===== config.mk =====
export PLATFORM = sky130hd
export DESIGN_NAME = mux4_arbiter_flat
export DESIGN_NICKNAME = d
export VERILOG_FILES = /design/src/rtl/mux4_arbiter_if.sv /design/src/rtl/mux4_arbiter.sv /design/src/flat_wrapper.sv
export SDC_FILE = /design/constraint.sdc
export NUM_CORES = 1
export LEC_CHECK = 0
export BUFFER_PORTS_ARGS = -buffer_cell sky130_fd_sc_hd__buf_2
export CORE_AREA = 2 2 39 41
export CTS_BUF_LIST = sky130_fd_sc_hd__clkbuf_4
export CTS_CLUSTER_SIZE = 25
export DETAILED_ROUTE_END_ITERATION = 10
export DIE_AREA = 0 0 41 43
export GPL_TIMING_DRIVEN = 1
export PLACE_DENSITY_LB_ADDON = 0.25
export REMOVE_ABC_BUFFERS = 1
export SLEW_MARGIN = 10
export SYNTH_ARGS = -nofsm -noshare
export SYNTH_HDL_FRONTEND = slang
export SYNTH_SLANG_ARGS = --single-unit
export TNS_END_PERCENT = 10

===== constraint.sdc =====
create_clock -name clk -period 2.7 [get_ports clk]
set_input_delay 0.54 -clock clk [delete_from_list [all_inputs] [get_ports clk]]
set_output_delay 0.54 -clock clk [all_outputs]
set_load 0.1 [all_outputs]

===== src/rtl/mux4_arbiter_if.sv =====
// Bundle of request, resource handshake and grant signals for the 4-way round-robin arbiter.
// master is the arbiter side; slave is the requesters plus downstream resource.
interface mux4_arbiter_if;
  logic [3:0] req;
  logic       port_ready;
  logic [1:0] sel;
  logic [3:0] grant;
  logic       busy;
  logic       port_valid;
  logic [3:0] done;
  logic       timeout;

  modport master (
    input  req, port_ready,
    output sel, grant, busy, port_valid, done, timeout
  );

  modport slave (
    output req, port_ready,
    input  sel, grant, busy, port_valid, done, timeout
  );
endinterface


===== src/rtl/mux4_arbiter.sv =====
// Round-robin owner of a shared 4:1-muxed port: grants one requester at a time, runs the
// valid/ready handshake for it, and force-releases a grant held for MAX_HOLD cycles.
module mux4_arbiter #(
  parameter int MAX_HOLD = 16
) (
  input  logic          clk,
  input  logic          resetn,
  mux4_arbiter_if.master bus
);
  localparam int CNT_W = (MAX_HOLD > 1) ? $clog2(MAX_HOLD) : 1;
  localparam logic [CNT_W-1:0] CNT_LAST = CNT_W'(MAX_HOLD - 1);

  typedef enum logic {IDLE, BUSY} state_t;

  state_t           state;
  logic [1:0]       ptr;
  logic [1:0]       sel;
  logic [3:0]       grant;
  logic [CNT_W-1:0] cnt;

  logic [1:0] winner;
  logic       owner_req;
  logic       port_valid;
  logic       fire;
  logic       hold_exp;

  // Scan from the highest offset down so the lowest offset from ptr wins.
  always_comb begin
    winner = ptr;
    for (int i = 3; i >= 0; i--) begin
      if (bus.req[ptr + 2'(i)]) winner = ptr + 2'(i);
    end
  end

  assign owner_req  = bus.req[sel];
  assign port_valid = (state == BUSY) && owner_req;
  assign fire       = port_valid && bus.port_ready;
  // Abort and handshake both outrank the hold limit.
  assign hold_exp   = port_valid && !bus.port_ready && (cnt == CNT_LAST);

  always_ff @(posedge clk) begin
    if (!resetn) begin
      state <= IDLE;
      ptr   <= 2'd0;
      cnt   <= '0;
      sel   <= 2'd0;
      grant <= 4'd0;
    end else begin
      case (state)
        IDLE: begin
          if (|bus.req) begin
            sel   <= winner;
            grant <= 4'd1 << winner;
            cnt   <= '0;
            state <= BUSY;
          end
        end
        BUSY: begin
          if (fire || !owner_req || hold_exp) begin
            state <= IDLE;
            grant <= 4'd0;
            ptr   <= sel + 2'd1;
          end else begin
            cnt <= cnt + CNT_W'(1);
          end
        end
        default: state <= IDLE;
      endcase
    end
  end

  assign bus.sel        = sel;
  assign bus.grant      = grant;
  assign bus.busy       = (state == BUSY);
  assign bus.port_valid = port_valid;
  assign bus.done       = grant & {4{fire}};
  assign bus.timeout    = hold_exp;
endmodule


===== src/flat_wrapper.sv =====
// flat-port wrapper written by rule: the top's interface ports become plain ports
module mux4_arbiter_flat 
#(
  parameter int MAX_HOLD = 16
)
  (clk, resetn, bus_req, bus_port_ready, bus_sel, bus_grant, bus_busy, bus_port_valid, bus_done, bus_timeout);
  mux4_arbiter_if bus_i ();
  input  logic clk;
  input  logic resetn;
  input wire logic [$bits(bus_i.req)-1:0] bus_req;
  input wire logic [$bits(bus_i.port_ready)-1:0] bus_port_ready;
  output wire logic [$bits(bus_i.sel)-1:0] bus_sel;
  output wire logic [$bits(bus_i.grant)-1:0] bus_grant;
  output wire logic [$bits(bus_i.busy)-1:0] bus_busy;
  output wire logic [$bits(bus_i.port_valid)-1:0] bus_port_valid;
  output wire logic [$bits(bus_i.done)-1:0] bus_done;
  output wire logic [$bits(bus_i.timeout)-1:0] bus_timeout;
  assign bus_i.req = bus_req;
  assign bus_i.port_ready = bus_port_ready;
  assign bus_sel = bus_i.sel;
  assign bus_grant = bus_i.grant;
  assign bus_busy = bus_i.busy;
  assign bus_port_valid = bus_i.port_valid;
  assign bus_done = bus_i.done;
  assign bus_timeout = bus_i.timeout;
  mux4_arbiter #(.MAX_HOLD(MAX_HOLD)) u_core (.clk(clk), .resetn(resetn), .bus(bus_i));
endmodule

**Word-level counts from Yosys, hierarchy flattened**

Cells that the tools add are included.

- Bits in registers: 13
- Input bits: 7
- Word-level logic and storage cells: 58

- Add/sub/neg operators: 5
- Magnitude comparators: 5
- Eq/ne operators: 4
- Shifts and indexed selects: 1
- Muxes and demuxes: 23
- Bitwise operators: 2
- Reduce and logical (&&, ||, !) cells: 13

Operators with widths:

| cell | number |
|---|---|
| $mux W4 | 4 |
| $pmux W4 S2 | 2 |
| $lt A2 B3 Y1 const B | 5 |
| $bmux W1 S2 | 5 |
| $mux W2 | 4 |
| $reduce_and A2 Y1 | 4 |
| $mux W1 | 7 |
| $add A2 B1 Y2 const B | 2 |
| $add A2 B2 Y2 const B | 2 |
| $add A4 B1 Y4 const B | 1 |
| $and A4 B4 Y4 | 1 |
| $eq A4 B4 Y1 const B | 1 |
| $logic_and A1 B1 Y1 | 4 |
| $ne A2 B2 Y1 const B | 2 |
| $reduce_or A4 Y1 | 1 |
| $shl A1 B2 Y4 const A | 1 |
| $logic_not A1 Y1 | 2 |
| $logic_or A1 B1 Y1 | 2 |
| $ne A2 B1 Y1 const B | 1 |
| $pmux W1 S2 | 1 |
| $not A1 Y1 | 1 |

**Logic depth before layout (Yosys ltp)**

Gate-level depths: netlist of the first run.

- Depth in word-level cells: 10
- Gate-level depth with buffers: 6
- Gate-level depth less buffers: 6

**Worst setup path after synthesis of the first run**

OpenSTA, ideal clock, no wires.

- Path type: register to output
- Start: reg u_core.sel[0], in the netlist u_core.bus.sel[0]
- End: out bus_timeout
- Data arrival time: 4.076 ns
- Data required time: 2.160 ns
- Path slack: -1.916 ns
- Cell stages (with the launch flop): 5
- Cells stage by stage: dfxtp_1 -> mux4_2 -> and2_4 -> buf_6 -> nor3b_1

- Word-level cells in the longest chain between the ends: 5

Ends and longest elaborated chain:

| element | line | RTL |
|---|---|---|
| start, declared | mux4_arbiter.sv:17 | `logic [1:0] sel;` |
| start signal, assigned | mux4_arbiter.sv:52 | `sel <= winner;` |
| $bmux W1 S2 | mux4_arbiter.sv:35 | `assign owner_req = bus.req[sel];` |
| $mux W1 (implied by the code) | mux4_arbiter.sv:35 |  |
| $logic_and A1 B1 Y1 | mux4_arbiter.sv:36 | `assign port_valid = (state == BUSY) && owner_req;` |
| net bus_port_valid | flat_wrapper.sv:15 | `output wire logic [$bits(bus_i.port_valid)-1:0] bus_port_valid;` |
| $logic_and A1 B1 Y1 (2 in series) | mux4_arbiter.sv:39 | `assign hold_exp = port_valid && !bus.port_ready && (cnt == CNT_LAST);` |
| end, declared | flat_wrapper.sv:17 | `output wire logic [$bits(bus_i.timeout)-1:0] bus_timeout;` |

The timed path passes the listed nets, and every way through them passes these cells. The select of a mux whose other input is x is not followed.

**Final worst setup path of the first run**

- Start: reg u_core.sel[0], in the netlist u_core.bus.sel[0]
- End: out bus_done[0]

- Word-level cells in the longest chain between the ends: 5

Ends and longest elaborated chain:

| element | line | RTL |
|---|---|---|
| $bmux W1 S2 | mux4_arbiter.sv:35 |  |
| $mux W1 (implied by the code) | mux4_arbiter.sv:35 |  |
| $logic_and A1 B1 Y1 | mux4_arbiter.sv:36 |  |
| $logic_and A1 B1 Y1 | mux4_arbiter.sv:37 | `assign fire = port_valid && bus.port_ready;` |
| $and A4 B4 Y4 | mux4_arbiter.sv:76 | `assign bus.done = grant & {4{fire}};` |
| end, declared | flat_wrapper.sv:16 | `output wire logic [$bits(bus_i.done)-1:0] bus_done;` |

Every way passes these cells. The select of a mux whose other input is x is not followed.

==> results.py, run 1 <==
metrics = {
    "clocking": {
        "tritoncts": "done",
        "cts_setup_buffers": 0,
        "cts-resized-gates": 0,
        "htree_levels": 1,
        "worstSkewPairLatency_ns": 0.28,
        "cts_hold_buf": 0,
        "root_buffer": "clkbuf_4",
        "numCtsBuffers": 3,
        "clk_pin_slew_ns": 0.08,
        "cts_buffer_depth": 2,
        "cts.sinks": 13,
    },
    "logic_synthesis": {
        "synth_commonest_cells": "13 x dfxtp_1, 13 x nand2_1, 5 x nand3_1, 5 x nor2_1, 4 x and3_1",
        "synthCells": 84,
        "synthTopCellsByArea": "dfxtp_1 36%, nand2_1 6.8%, and3_1 3.5%",
        "synthFlopType": "dfxtp_1",
        "syn-mean-instance-area_um2": 8.59,
        "synth_edf_count": 0,
        "yosys.area.top_type": "dfxtp_1",
        "synth_top_area_share": 0.360,
        "synth.distinct_cells": 36,
        "ys_async_sr_fraction": 0,
        "synth.yosys.seq_area_share": 0.360,
        "syn_area_um2": 722,
        "synth-warning-count": 0,
        "synth-seq-cells": 13,
    },
    "sta": {
        "maxClockFrequency_mhz": 403,
        "finalSetupViolCount": 0,
        "slew_viol_final": 0,
        "slew_headroom": 0.666,
        "fin_crit_sh": 0.920,
        "rsz0062_at_grt": "no",
        "hold_viol": 0,
        "finalClockSkew_ns": 0.00732,
        "period_minus_slack_ns": 2.48,
        "tightest_slew_ns": 0.499,
        "worst_slack_ns": 0.217,
    },
    "worst_setup_path": {
        "cp.arrival_ns": 1.94,
        "cp-start-kind": "flip-flop",
        "end_kind": "primary output",
        "crit_required_ns": 2.16,
        "path_max_fanout": 7,
        "crit_type": "flip-flop to primary output",
    },
    "detailed_routing": {
        "avgRoutedWirePerCell_um": 13.2,
        "drtPass1Iterations": 4,
        "vias_per_cell": 6.03,
        "routed-via-count": 724,
        "dr.first_iter.drc_count": 27,
        "drtAntennaViolNets": 0,
        "wirelength_mm": 1.58,
        "route.detailed.drc": 0,
    },
    "cells_and_area": {
        "post-route-util": 0.612,
        "diodes": 0,
        "fin_cells": 120,
        "finalNetCount": 113,
        "syn_to_final_growth_pct": 17.3,
        "final_cell_area_um2": 847,
        "drive_above_1_share": 0.269,
    },
    "global_route": {
        "grt_pass1_wl_mm": 2.65,
        "grt_max_degree": 17,
        "grt_pass1_vias": 661,
        "grtUsageTotal": 0.216,
        "antenna_found_initial": 0,
        "gr-total-overflow": 0,
    },
    "power_and_ir_drop": {
        "leakage_nw": 0.409,
        "ir_drop_uv": 381,
        "p_total_uw": 523,
        "p_per_area_mw_per_mm2": 617,
    },
    "placement": {
        "preCtsSetupSlack_ns": 0.310,
        "dpl.hpwl_mm": 1.20,
        "dp_cells": 116,
        "gp_congestion": 0.918,
        "place_area_um2": 817,
        "port_buffers": 19,
    },
    "die": {
        "fp.dieW_um": 41,
        "start_util": 0.522,
        "rows": 14,
        "die-area_mm2": 0.00176,
        "die_h_um": 43,
        "core-area_mm2": 0.00138,
        "ioPinCount": 20,
    },
    "run_status": {
        "status": "completed",
    },
    "job": {
        "cap_violations": 0,
    },
    "hold_path": {
        "hp-class": "flip-flop to flip-flop",
    },
}
cell type report:
class	instances	area, um^2
flip-flops and latches	13	260
well taps	16	20.0
fillers	123	537
multi-input cells	68	442
repair buffers	19	95.1
clock buffers	4	30.0
worst max-delay path: stages (launching register included):
cell	delay, ns
dfxtp_1	0.43
mux4_2	0.56
and2_4	0.21
and3_1	0.18
buf_2	0.29
registers in the layout (all words and copies together), names as in the netlist:
name,cells
u_core.bus.sel,2
u_core.bus.busy,1
u_core.bus.grant,4
u_core.cnt,4
u_core.ptr,2
routing by layer:
layer	share of wire	GRT usage
met5	0	0
met4	0.014	0.113
met3	0.058	0.0366
met2	0.51	0.344
met1	0.42	0.263
metrics by stage:
| stage | setup TNS (ns) | hold WS [ns] |
|---|---|---|
| floorplan | -3.89 | 0.464 |
| global placement | 0 | 0.455 |
| detailed placement | 0 | 0.461 |
| CTS | 0 | 0.473 |
| global route | 0 | 0.501 |
| finish | 0 | 0.471 |
cells in the final DEF, fill, tap and decap left out, drive strengths merged:
master / count
ha: 1
or3: 1
nor3b: 1
clkbuf: 4
o211a: 2
a21o: 1
mux4: 1
and2: 3
buf: 19
xor2: 2
nand2b: 2
o32ai: 1
nor2: 5
a21boi: 3
o21ai: 3
o2bb2ai: 1
nand3b: 1
xnor2: 1
a211o: 1
and3: 5
nand2: 14
a31oi: 1
nor4: 1
nand3: 5
nand4: 3
nand4b: 2
a21oi: 3
o21a: 1
dfxtp: 13
nor2b: 3
kinds of logic after synthesis:
kind of cell | after synthesis | synth area share
compound gates | 17 | 0.172
xor+xnor | 3 | 0.0364
fa+ha+maj | 1 | 0.0173
buf+inv | 3 | 0.0277
flops | 13 | 0.360
mux | 1 | 0.0312
simple gates | 46 | 0.355
worst paths after layout:
kind | startpoint | depth (start not counted) | endpoint | slack [ns]
max | u_core.bus.sel[0] | 4 | bus_done[0] | 0.22
max reg2reg | u_core.cnt[0] | 6 | u_core.cnt[3] | 0.97
min reg2reg | u_core.bus.grant[2] | 2 | u_core.bus.grant[2] | 0.47
min | u_core.bus.grant[2] | 2 | u_core.bus.grant[2] | 0.47
power by group:
part | switching, mW | total, mW | leakage [nW] | internal (mW)
Combinational | 0.129 | 0.171 | 0.284 | 0.0420
Clock | 0.0647 | 0.132 | 0.0184 | 0.0673
Sequential | 0.0149 | 0.220 | 0.106 | 0.205
Total | 0.209 | 0.523 | 0.409 | 0.314
Power figures use the tool's default switching activity.
==> run 2, diff against run 1 <==
--- a/config.mk
+++ b/config.mk
@@ -5,12 +5,14 @@
 export SDC_FILE = /design/constraint.sdc
 export NUM_CORES = 1
 export LEC_CHECK = 0
+export ABC_AREA = 1
 export BUFFER_PORTS_ARGS = -buffer_cell sky130_fd_sc_hd__buf_2
-export CORE_AREA = 2 2 39 41
+export CORE_ASPECT_RATIO = 1.25
+export CORE_MARGIN = 2
+export CORE_UTILIZATION = 49
 export CTS_BUF_LIST = sky130_fd_sc_hd__clkbuf_4
 export CTS_CLUSTER_SIZE = 25
 export DETAILED_ROUTE_END_ITERATION = 10
-export DIE_AREA = 0 0 41 43
 export GPL_TIMING_DRIVEN = 1
 export PLACE_DENSITY_LB_ADDON = 0.25
 export REMOVE_ABC_BUFFERS = 1
==> constraint.sdc (replaced) <==
create_clock -name clk -period 2.25 [get_ports clk]
set_input_delay 0.45 -clock clk [delete_from_list [all_inputs] [get_ports clk]]
set_output_delay 0.45 -clock clk [all_outputs]
set_load 0.1 [all_outputs]
==> run 2 against run 1 <==
Hold slack got worse by 0.0047 ns. Global-route usage down 2.4 points. Non-clock buffer count did not move. Sequential share of layout area down 7.2 points. Synthesized cell count increased by 61%. Area after synthesis up 22%. Sequential cell count unchanged. Critical path depth grew 2. Critical endpoint is now bus_done[2]. Via count increased by 22%. First-iteration DRC count shrank 52%. Clock power up 17%.
==> results.py, run 2 <==
metrics = {
    "detailed_routing": {
        "avgRoutedWirePerCell_um": 10.6,
        "dr_wl_met3_um": 36,
        "top_layer_used": "met4",
        "routed-via-count": 880,
        "dr.first_iter.drc_count": 13,
        "wl_met1_um": 771,
        "route.detailed.drc": 0,
        "drtPass1Iterations": 4,
        "drtAntennaViolNets": 0,
        "vias_per_cell": 5.00,
        "wl_met2_mm": 1.01,
        "wirelength_mm": 1.86,
    },
    "placement": {
        "gp_congestion": 0.842,
        "dpl.hpwl_mm": 1.53,
        "port_buffers": 19,
        "dp_cells": 172,
    },
    "logic_synthesis": {
        "synth-warning-count": 0,
        "synth_top_family_by_area": "simple AND/OR/NAND/NOR gates",
        "yosysMostFrequentCell": "nand2_1",
        "yosys-mux-area-fraction": 0,
        "yosys.area.top_type": "dfxtp_1",
        "synth-seq-cells": 13,
        "synthAdderAreaFrac": 0.0142,
        "synth_edf_count": 0,
        "synth-simple-area-share": 0.414,
        "synthFlopType": "dfxtp_1",
        "synth.distinct_cells": 23,
        "ys_async_sr_fraction": 0,
        "syn-mean-instance-area_um2": 6.53,
        "synth_top_area_share": 0.295,
        "synth_commonest_cells": "37 x nand2_1, 15 x inv_1, 13 x a21oi_1, 13 x dfxtp_1, 13 x nand2_2",
        "synth.yosys.seq_area_share": 0.295,
        "syn_area_um2": 882,
        "synthCells": 135,
        "synth_xor_area_frac": 0.0199,
        "synth_compound_area_frac": 0.153,
        "synthTopCellsByArea": "dfxtp_1 30%, nand2_1 16%, nand2_2 9.2%",
    },
    "cells_and_area": {
        "final_common_cell": "nand2_1",
        "largestRegisters": "u_core.bus.grant x4, u_core.cnt x4",
        "fin_cells": 176,
        "fillCellCount": 163,
        "diodes": 0,
        "drive_above_1_share": 0.299,
        "final_cell_mix": "37 x nand2_1, 15 x inv_1, 13 x a21oi_1, 13 x nand2_2, 13 x buf_2",
        "finalNetCount": 166,
        "syn_to_final_growth_pct": 26.0,
    },
    "clocking": {
        "root_buffer": "clkbuf_4",
        "numCtsBuffers": 3,
        "cts_setup_buffers": 0,
        "cts_buffer_depth": 2,
        "tritoncts": "done",
        "cts-resized-gates": 0,
        "clk_pin_slew_ns": 0.09,
        "cts_hold_buf": 0,
        "htree_levels": 1,
        "cts.sinks": 13,
        "worstSkewPairLatency_ns": 0.27,
    },
    "worst_setup_path": {
        "cp-start-kind": "flip-flop",
        "path_max_fanout": 8,
        "cp.arrival_ns": 1.69,
        "crit_slowest_cell": "dfxtp_2",
        "end_kind": "primary output",
        "path_cells": "a21oi_1 > nand2_2 > a21oi_4 > nand2_1 > nor2_1 > buf_12",
        "crit_required_ns": 1.80,
        "cp_slowest_stage_delay_ns": 0.37,
        "crit_type": "flip-flop to primary output",
    },
    "sta": {
        "hold_viol": 0,
        "period_minus_slack_ns": 2.14,
        "fin_crit_sh": 0.952,
        "finalClockSkew_ns": 0.0109,
        "tightest_slew_ns": 0.487,
        "maxClockFrequency_mhz": 467,
        "final.setup.tns_ns": 0,
        "slew_headroom": 0.678,
        "slew_viol_final": 0,
        "rsz0062_at_grt": "yes",
        "finalSetupViolCount": 0,
    },
    "global_route": {
        "grt_max_degree": 10,
        "grtUsageTotal": 0.193,
        "antenna_found_initial": 0,
        "grt_pass1_wl_mm": 3.23,
        "gr-total-overflow": 0,
        "grt_pass1_vias": 824,
    },
    "die": {
        "ioPinCount": 20,
        "die-area_mm2": 0.00216,
        "die_h_um": 51.4,
        "rows": 17,
        "fp.dieW_um": 42.0,
        "core-area_mm2": 0.00172,
        "start_util": 0.512,
    },
    "run_status": {
        "status": "completed",
    },
    "power_and_ir_drop": {
        "p_per_area_mw_per_mm2": 775,
        "ir_drop_uv": 537,
        "leakage_nw": 0.524,
    },
    "hold_path": {
        "hp-class": "primary input to flip-flop",
    },
    "job": {
        "cap_violations": 0,
    },
}
-- run 2: power breakdown --
part / switching (mW) / internal, mW / leakage, nW / total [mW]
clock network: 0.0738 / 0.0806 / 0.0184 / 0.154
registers: 0.0303 / 0.255 / 0.107 / 0.285
logic: 0.313 / 0.108 / 0.399 / 0.421
total: 0.417 / 0.444 / 0.524 / 0.861
-- run 2: critical path, delay by kind of cell (launching register included) --
family	cells	cell delay (ns)
simple gates	3	0.45
compound gates	2	0.39
flops	1	0.37
buf+inv	1	0.20
-- run 2: layout make-up --
cell class                      instances  area [um^2]  share of cell area
Clock buffer                            4         30.0              0.0270
Inverter                               20         80.1              0.0721
Multi-Input combinational cell        101          531               0.477
Sequential cell                        13          262               0.235
Tap cell                               19         23.8              0.0214
Timing Repair Buffer                   19          185               0.167
-- run 2: kinds of logic after synthesis --
logic type,count (synthesis)
flip-flops,13
AO/OA/AOI/OAI,21
AND/OR/NAND/NOR,77
adder cells (fa/ha/maj),1
XOR/XNOR,2
buffers and inverters,21
-- run 2: per-stage QoR --
| step | cell area, um^2 | utilization | setup WS (ns) | power, mW | hold slack (ns) |
|---|---|---|---|---|---|
| finish | 1110 | 0.645 | 0.107 | 0.861 | 0.466 |
| global route | 1110 | 0.645 | -0.00387 | 0.919 | 0.470 |
| CTS | 1110 | 0.644 | 0.0312 | 0.868 | 0.463 |
| detailed placement | 1080 | 0.627 | 0.171 | 0.713 | 0.472 |
| global placement | 1080 | 0.627 | 0.190 | 0.704 | 0.469 |
| floorplan | 871 | - | -1.74 | 0.633 | 0.448 |
-- run 2: worst paths after layout --
path | from | end | slack [ns] | cells past startpoint
max | u_core.bus.sel[0] | bus_done[2] | 0.11 | 6
min | resetn | u_core.bus.sel[0] | 0.47 | 3
max reg2reg | u_core.ptr[0] | u_core.bus.grant[3] | 0.63 | 11
min reg2reg | u_core.bus.grant[1] | u_core.bus.grant[1] | 0.48 | 2
-- run 2: metal layers --
| metal | vias to the layer above | GRT usage |
|---|---|---|
| li1 | 475 | - |
| met1 | 392 | 0.202 |
| met2 | 9 | 0.372 |
| met3 | 4 | 0.0106 |
| met4 | 0 | 0.113 |
| met5 | - | 0 |
